$ cat src/rtl/floor_dispatch.sv
// Single-car floor dispatcher for a 7-floor shaft.
// Latches call buttons into a pending vector, runs a SCAN
// (elevator-algorithm) state machine, and tells the mover which floor
// to head for. A request clears only after the door has been open for
// DWELL un-overloaded cycles at that floor.
module floor_dispatch #(
    parameter int DWELL = 3
) (
    input  logic       clk,
    input  logic       reset,
    input  logic [6:0] call,
    input  logic [2:0] current,
    input  logic       door_open,
    input  logic       ovld,
    output logic [2:0] sel,
    output logic       direction,
    output logic [6:0] pending,
    output logic       serving
);

    localparam int CW = $clog2(DWELL + 2);
    // Count value on which the final qualifying dwell cycle is seen.
    // DWELL=0 gives 0, so the first qualifying cycle completes.
    localparam logic [CW-1:0] DWELL_LAST = (DWELL == 0) ? '0 : CW'(DWELL - 1);
    localparam logic [2:0] NO_DEST = 3'b111;

    typedef enum logic [1:0] {
        ST_IDLE,
        ST_UP,
        ST_DOWN,
        ST_DWELL
    } state_t;

    state_t          state_reg, state_next;
    logic [6:0]      pending_reg, pending_next;
    logic [CW-1:0]   cnt_reg, cnt_next;
    logic            dir_reg, dir_next;

    // Floor-position masks relative to the car.
    logic [6:0] eq_mask, gt_mask, lt_mask, ge_mask, le_mask;
    logic [6:0] up_cand, down_cand, rem_pending, ahead, behind, clear_mask;
    logic [2:0] up_sel, down_sel;
    logic       cur_valid, here_pending, dwell_qualify, dwell_done;

    genvar gi;
    generate
        for (gi = 0; gi < 7; gi++) begin : g_mask
            assign eq_mask[gi] = (current == 3'(gi));
            assign gt_mask[gi] = (current <  3'(gi));
            assign lt_mask[gi] = (current >  3'(gi));
            assign ge_mask[gi] = (current <= 3'(gi));
            assign le_mask[gi] = (current >= 3'(gi));
        end
    endgenerate

    assign cur_valid     = (current != NO_DEST);
    assign here_pending  = |(pending_reg & eq_mask);
    assign up_cand       = pending_reg & ge_mask;
    assign down_cand     = pending_reg & le_mask;
    assign dwell_qualify = (state_reg == ST_DWELL) && door_open && !ovld;
    assign dwell_done    = dwell_qualify && (cnt_reg >= DWELL_LAST);

    // Pending as it will look once this floor's request is retired.
    assign rem_pending = pending_reg & ~eq_mask;
    assign ahead  = dir_reg ? (rem_pending & lt_mask) : (rem_pending & gt_mask);
    assign behind = dir_reg ? (rem_pending & gt_mask) : (rem_pending & lt_mask);

    // Lowest pending floor at or above the car (UP target).
    always_comb begin
        up_sel = NO_DEST;
        for (int i = 6; i >= 0; i--) begin
            if (up_cand[i]) up_sel = 3'(i);
        end
    end

    // Highest pending floor at or below the car (DOWN target).
    always_comb begin
        down_sel = NO_DEST;
        for (int i = 0; i < 7; i++) begin
            if (down_cand[i]) down_sel = 3'(i);
        end
    end

    // Next-state, request bookkeeping and dwell counter.
    always_comb begin
        state_next   = state_reg;
        cnt_next     = cnt_reg;
        clear_mask   = '0;
        pending_next = pending_reg;
        if (cur_valid) begin
            case (state_reg)
                ST_IDLE: begin
                    if (pending_reg == '0)          state_next = ST_IDLE;
                    else if (here_pending)          state_next = ST_DWELL;
                    else if (|(pending_reg & gt_mask)) state_next = ST_UP;
                    else                            state_next = ST_DOWN;
                end
                ST_UP: begin
                    if (up_sel == NO_DEST)                       state_next = ST_IDLE;
                    else if (current == up_sel && door_open)     state_next = ST_DWELL;
                end
                ST_DOWN: begin
                    if (down_sel == NO_DEST)                     state_next = ST_IDLE;
                    else if (current == down_sel && door_open)   state_next = ST_DWELL;
                end
                ST_DWELL: begin
                    if (dwell_done) begin
                        clear_mask = eq_mask;
                        if (ahead != '0)       state_next = dir_reg ? ST_DOWN : ST_UP;
                        else if (behind != '0) state_next = dir_reg ? ST_UP : ST_DOWN;
                        else                   state_next = ST_IDLE;
                    end
                end
                default: state_next = ST_IDLE;
            endcase
            // Clear beats a same-cycle call on the served floor.
            pending_next = (pending_reg | call) & ~clear_mask;
            // Counter runs only inside DWELL and restarts at 0 on each entry.
            if (state_reg != ST_DWELL || dwell_done) cnt_next = '0;
            else if (dwell_qualify)                  cnt_next = cnt_reg + 1'b1;
        end
    end

    // Direction remembers the last travel sense; held through IDLE/DWELL.
    always_comb begin
        dir_next = dir_reg;
        if (state_next == ST_UP)        dir_next = 1'b0;
        else if (state_next == ST_DOWN) dir_next = 1'b1;
    end

    // State registers.
    always_ff @(posedge clk) begin
        if (reset) begin
            state_reg   <= ST_IDLE;
            pending_reg <= '0;
            cnt_reg     <= '0;
            dir_reg     <= 1'b0;
        end else begin
            state_reg   <= state_next;
            pending_reg <= pending_next;
            cnt_reg     <= cnt_next;
            dir_reg     <= dir_next;
        end
    end

    // Mover-facing outputs, combinational from state/pending/current.
    always_comb begin
        sel       = NO_DEST;
        direction = dir_reg;
        case (state_reg)
            ST_UP:    begin sel = up_sel;   direction = 1'b0; end
            ST_DOWN:  begin sel = down_sel; direction = 1'b1; end
            ST_DWELL: sel = current;
            default:  sel = NO_DEST;
        endcase
        if (!cur_valid) sel = NO_DEST;
    end

    assign pending = pending_reg;
    assign serving = (state_reg == ST_DWELL);

endmodule

$ cat config.mk
export PLATFORM = sky130hd
export DESIGN_NAME = floor_dispatch
export DESIGN_NICKNAME = d
export VERILOG_FILES = /design/src/rtl/floor_dispatch.sv
export SDC_FILE = /design/constraint.sdc
export NUM_CORES = 1
export LEC_CHECK = 0
export BUFFER_PORTS_ARGS = -buffer_cell sky130_fd_sc_hd__clkbuf_2
export CORE_ASPECT_RATIO = 0.6
export CORE_UTILIZATION = 25
export DETAILED_ROUTE_END_ITERATION = 16
export GPL_TIMING_DRIVEN = 0
export SYNTH_ARGS = -nofsm -noshare
export SYNTH_HDL_FRONTEND = slang
export SYNTH_SLANG_ARGS = --single-unit
$ cat constraint.sdc
create_clock -name clk -period 4.3 [get_ports clk]
set_input_delay 0 -clock clk [delete_from_list [all_inputs] [get_ports clk]]
set_output_delay 0 -clock clk [all_outputs]
set_load 0.05 [all_outputs]
==> results.sh <==
export IMPL_max_cap_violations=0
export IMPL_grt_pass1_vias=1637
export IMPL_ctsHtreeMaxLevel=1
export IMPL_numCtsBuffers=3
export IMPL_endpoint_kind="flop"
export IMPL_hold_path_class="in2reg"
export IMPL_synth_fa_ha_area_frac=0.0395
export IMPL_drtIter0Drc=190
export IMPL_period_share=0.542
export IMPL_netlist_top_cells_count="23 x nand2_1, 18 x nor2_1, 17 x a21oi_1"
export IMPL_cts_root_buffer_cell="clkbuf_8"
export IMPL_synth_xor_area_frac=0.00553
export IMPL_cts_sinks=13
export IMPL_row_count=22
export IMPL_yosysMostFrequentCell="nand2_1"
export IMPL_ys_seq_area_frac=0.164
export IMPL_synthSimpleGateAreaFrac=0.225
export IMPL_skew_ns=0.00158
export IMPL_die_area_mm2=0.00667
export IMPL_path_class="reg2reg"
export IMPL_finalSetupViolCount=0
export IMPL_antenna_found_initial=0
export IMPL_yosysTopAreaCellShare=0.164
export IMPL_fmax_mhz=429
export IMPL_synth_mux_area_frac=0.0292
export IMPL_synth_compound_area_frac=0.404
export IMPL_start_util=0.259
export IMPL_slew_headroom=0.653
export IMPL_ys_warn_count=0
export IMPL_period_needed_ns=2.33
export IMPL_final_nets=255
export IMPL_layout_drive_gt1_share=0.243
export IMPL_io_pins=26
export IMPL_final_antenna_net_count=0
export IMPL_path_clk_slew_ns=0.05
export IMPL_instances_no_fill=319
export IMPL_synth_nets=227
export IMPL_cellPowerDensity_mw_per_mm2=326
export IMPL_place_hpwl_mm=4.01
export IMPL_slew_viol_final=0
export IMPL_crit_arrival_ns=2.46
export IMPL_track_usage=0.157
export IMPL_dp_cells=314
export IMPL_postCtsSetupRepairBufs=0
export IMPL_first_pass_iters=4
export IMPL_synthArstFlopShare=0
export IMPL_syn_area_mm2=0.00158
export IMPL_grt_setup_unrepaired="false"
export IMPL_cts_tree="built"
export IMPL_ys_top_cells_by_area="dfxtp_1 16%, buf_6 7.1%, nand2_1 5.5%, a21oi_1 5.4%, nor2_1 4.3%"
export IMPL_area_growth_synth_to_final_pct=17.1
export IMPL_yosysTopAreaCell="dfxtp_1"
export IMPL_overflow=0
export IMPL_synth_ff_type="dfxtp_1"
export IMPL_synth_edf_count=0
export IMPL_synth_area_per_cell_um2=7.62
export IMPL_worst_ir_drop_vdd_uv=179
export IMPL_ys_seq_elements=13
export IMPL_port_buffers=22
export IMPL_cts_hold_buf=1
export IMPL_largest_reg_flops=7
export IMPL_cts_resized=0
export IMPL_p_leak_nw=0.694
export IMPL_wire_per_inst_um=15.7
export IMPL_die_x_um=105
export IMPL_via_count=1750
export IMPL_hold_viol=0
export IMPL_cts_path_max_buffers=2
export IMPL_gp_congestion=0.927
export IMPL_critPathRequiredTime_ns=4.43
export IMPL_ys_types=56
export IMPL_syn_inst=208
export IMPL_via_per_inst=5.49
export IMPL_clkLatencyLatePin_ns=0.24
export IMPL_dieHeight_um=63.7
export IMPL_power_total_uw=605
export IMPL_grt_start_max_net_pins=11
export IMPL_synth_top_family_by_area="compound AO/OA/AOI/OAI gates"
export IMPL_startpoint_type="flop"
export IMPL_fin_setup_tns_ns=0
export IMPL_wl_mm=5.02
export IMPL_n_antenna_cell=0
export IMPL_drc=0
export IMPL_critPathMaxFanout=9
export IMPL_status="completed"
export IMPL_worstMarginPinSlew_ns=0.513
export IMPL_fin_util=0.303
export IMPL_grt_pass1_wl_mm=8.30
export IMPL_hold_ws_ns=0.0619
export IMPL_placeableCoreArea_mm2=0.00611
layout make-up:
cell class / count / area, µm²
sequential: 13 / 260
timing repair buffer: 23 / 120
tap: 84 / 105
clock buffer: 4 / 45.0
inverter: 11 / 41.3
multi-input combinational: 164 / 1110
buffer: 20 / 168
fill: 683 / 4260
per-stage QoR:
stage               worst slack, ns  cell area [µm²]
global route                   1.82             1850
detailed placement             2.03             1800
global placement               2.03             1800
CTS                            2.02             1850
finish                         1.97             1850
floorplan                      1.95             1580
worst max-delay path: stages (launching register included):
cell and delay (ns):
dfxtp_1 0.55, inv_1 0.11, o221ai_2 0.31, mux2i_1 0.13, nor4b_1 0.50, o2bb2ai_1 0.20, a221oi_2 0.10, o2bb2ai_1 0.15
a22o_1 0.18
kinds of logic (layout without fill, tap and decap cells):
| group | count (synthesis) | after routing |
|---|---|---|
| buffers and inverters | 31 | 58 |
| AND/OR/NAND/NOR | 71 | 71 |
| AO/OA/AOI/OAI | 84 | 84 |
| multiplexers | 3 | 3 |
| adder cells (fa/ha/maj) | 5 | 5 |
| flip-flops | 13 | 13 |
| XOR/XNOR | 1 | 1 |
metal layers:
metal / wire, µm / global-route usage
met5: 0 / 0
met4: 24 / 0.0335
met3: 508 / 0.0217
met2: 1860 / 0.211
met1: 2620 / 0.253
power by group:
group	switching [mW]	leakage [nW]	internal, mW
combinational	0.233	0.563	0.116
sequential	0.0149	0.108	0.135
clock	0.0412	0.0228	0.0653
cell usage in the layout (no fill, tap or decap), drive strengths merged, types with 5 or more instances in the layout:
cell | netlist | final
a211oi | 6 | 6
a21oi | 17 | 17
buf | 14 | 14
clkbuf | 6 | 32
dfxtp | 13 | 13
ha | 5 | 5
inv | 11 | 11
nand2 | 23 | 23
nor2 | 19 | 19
nor2b | 5 | 5
o211ai | 7 | 7
o21ai | 18 | 18
path summary, 6_finish.rpt:
kind	from	endpoint	slack (ns)	cells after the start
max	pending[1]	dir_reg	1.97	8
min reg2reg	cnt_reg[1]	cnt_reg[1]	0.50	2
min	call[5]	pending[5]	0.06	3
max reg2reg	pending[1]	dir_reg	1.97	8
(Power assumes the default switching activity.)
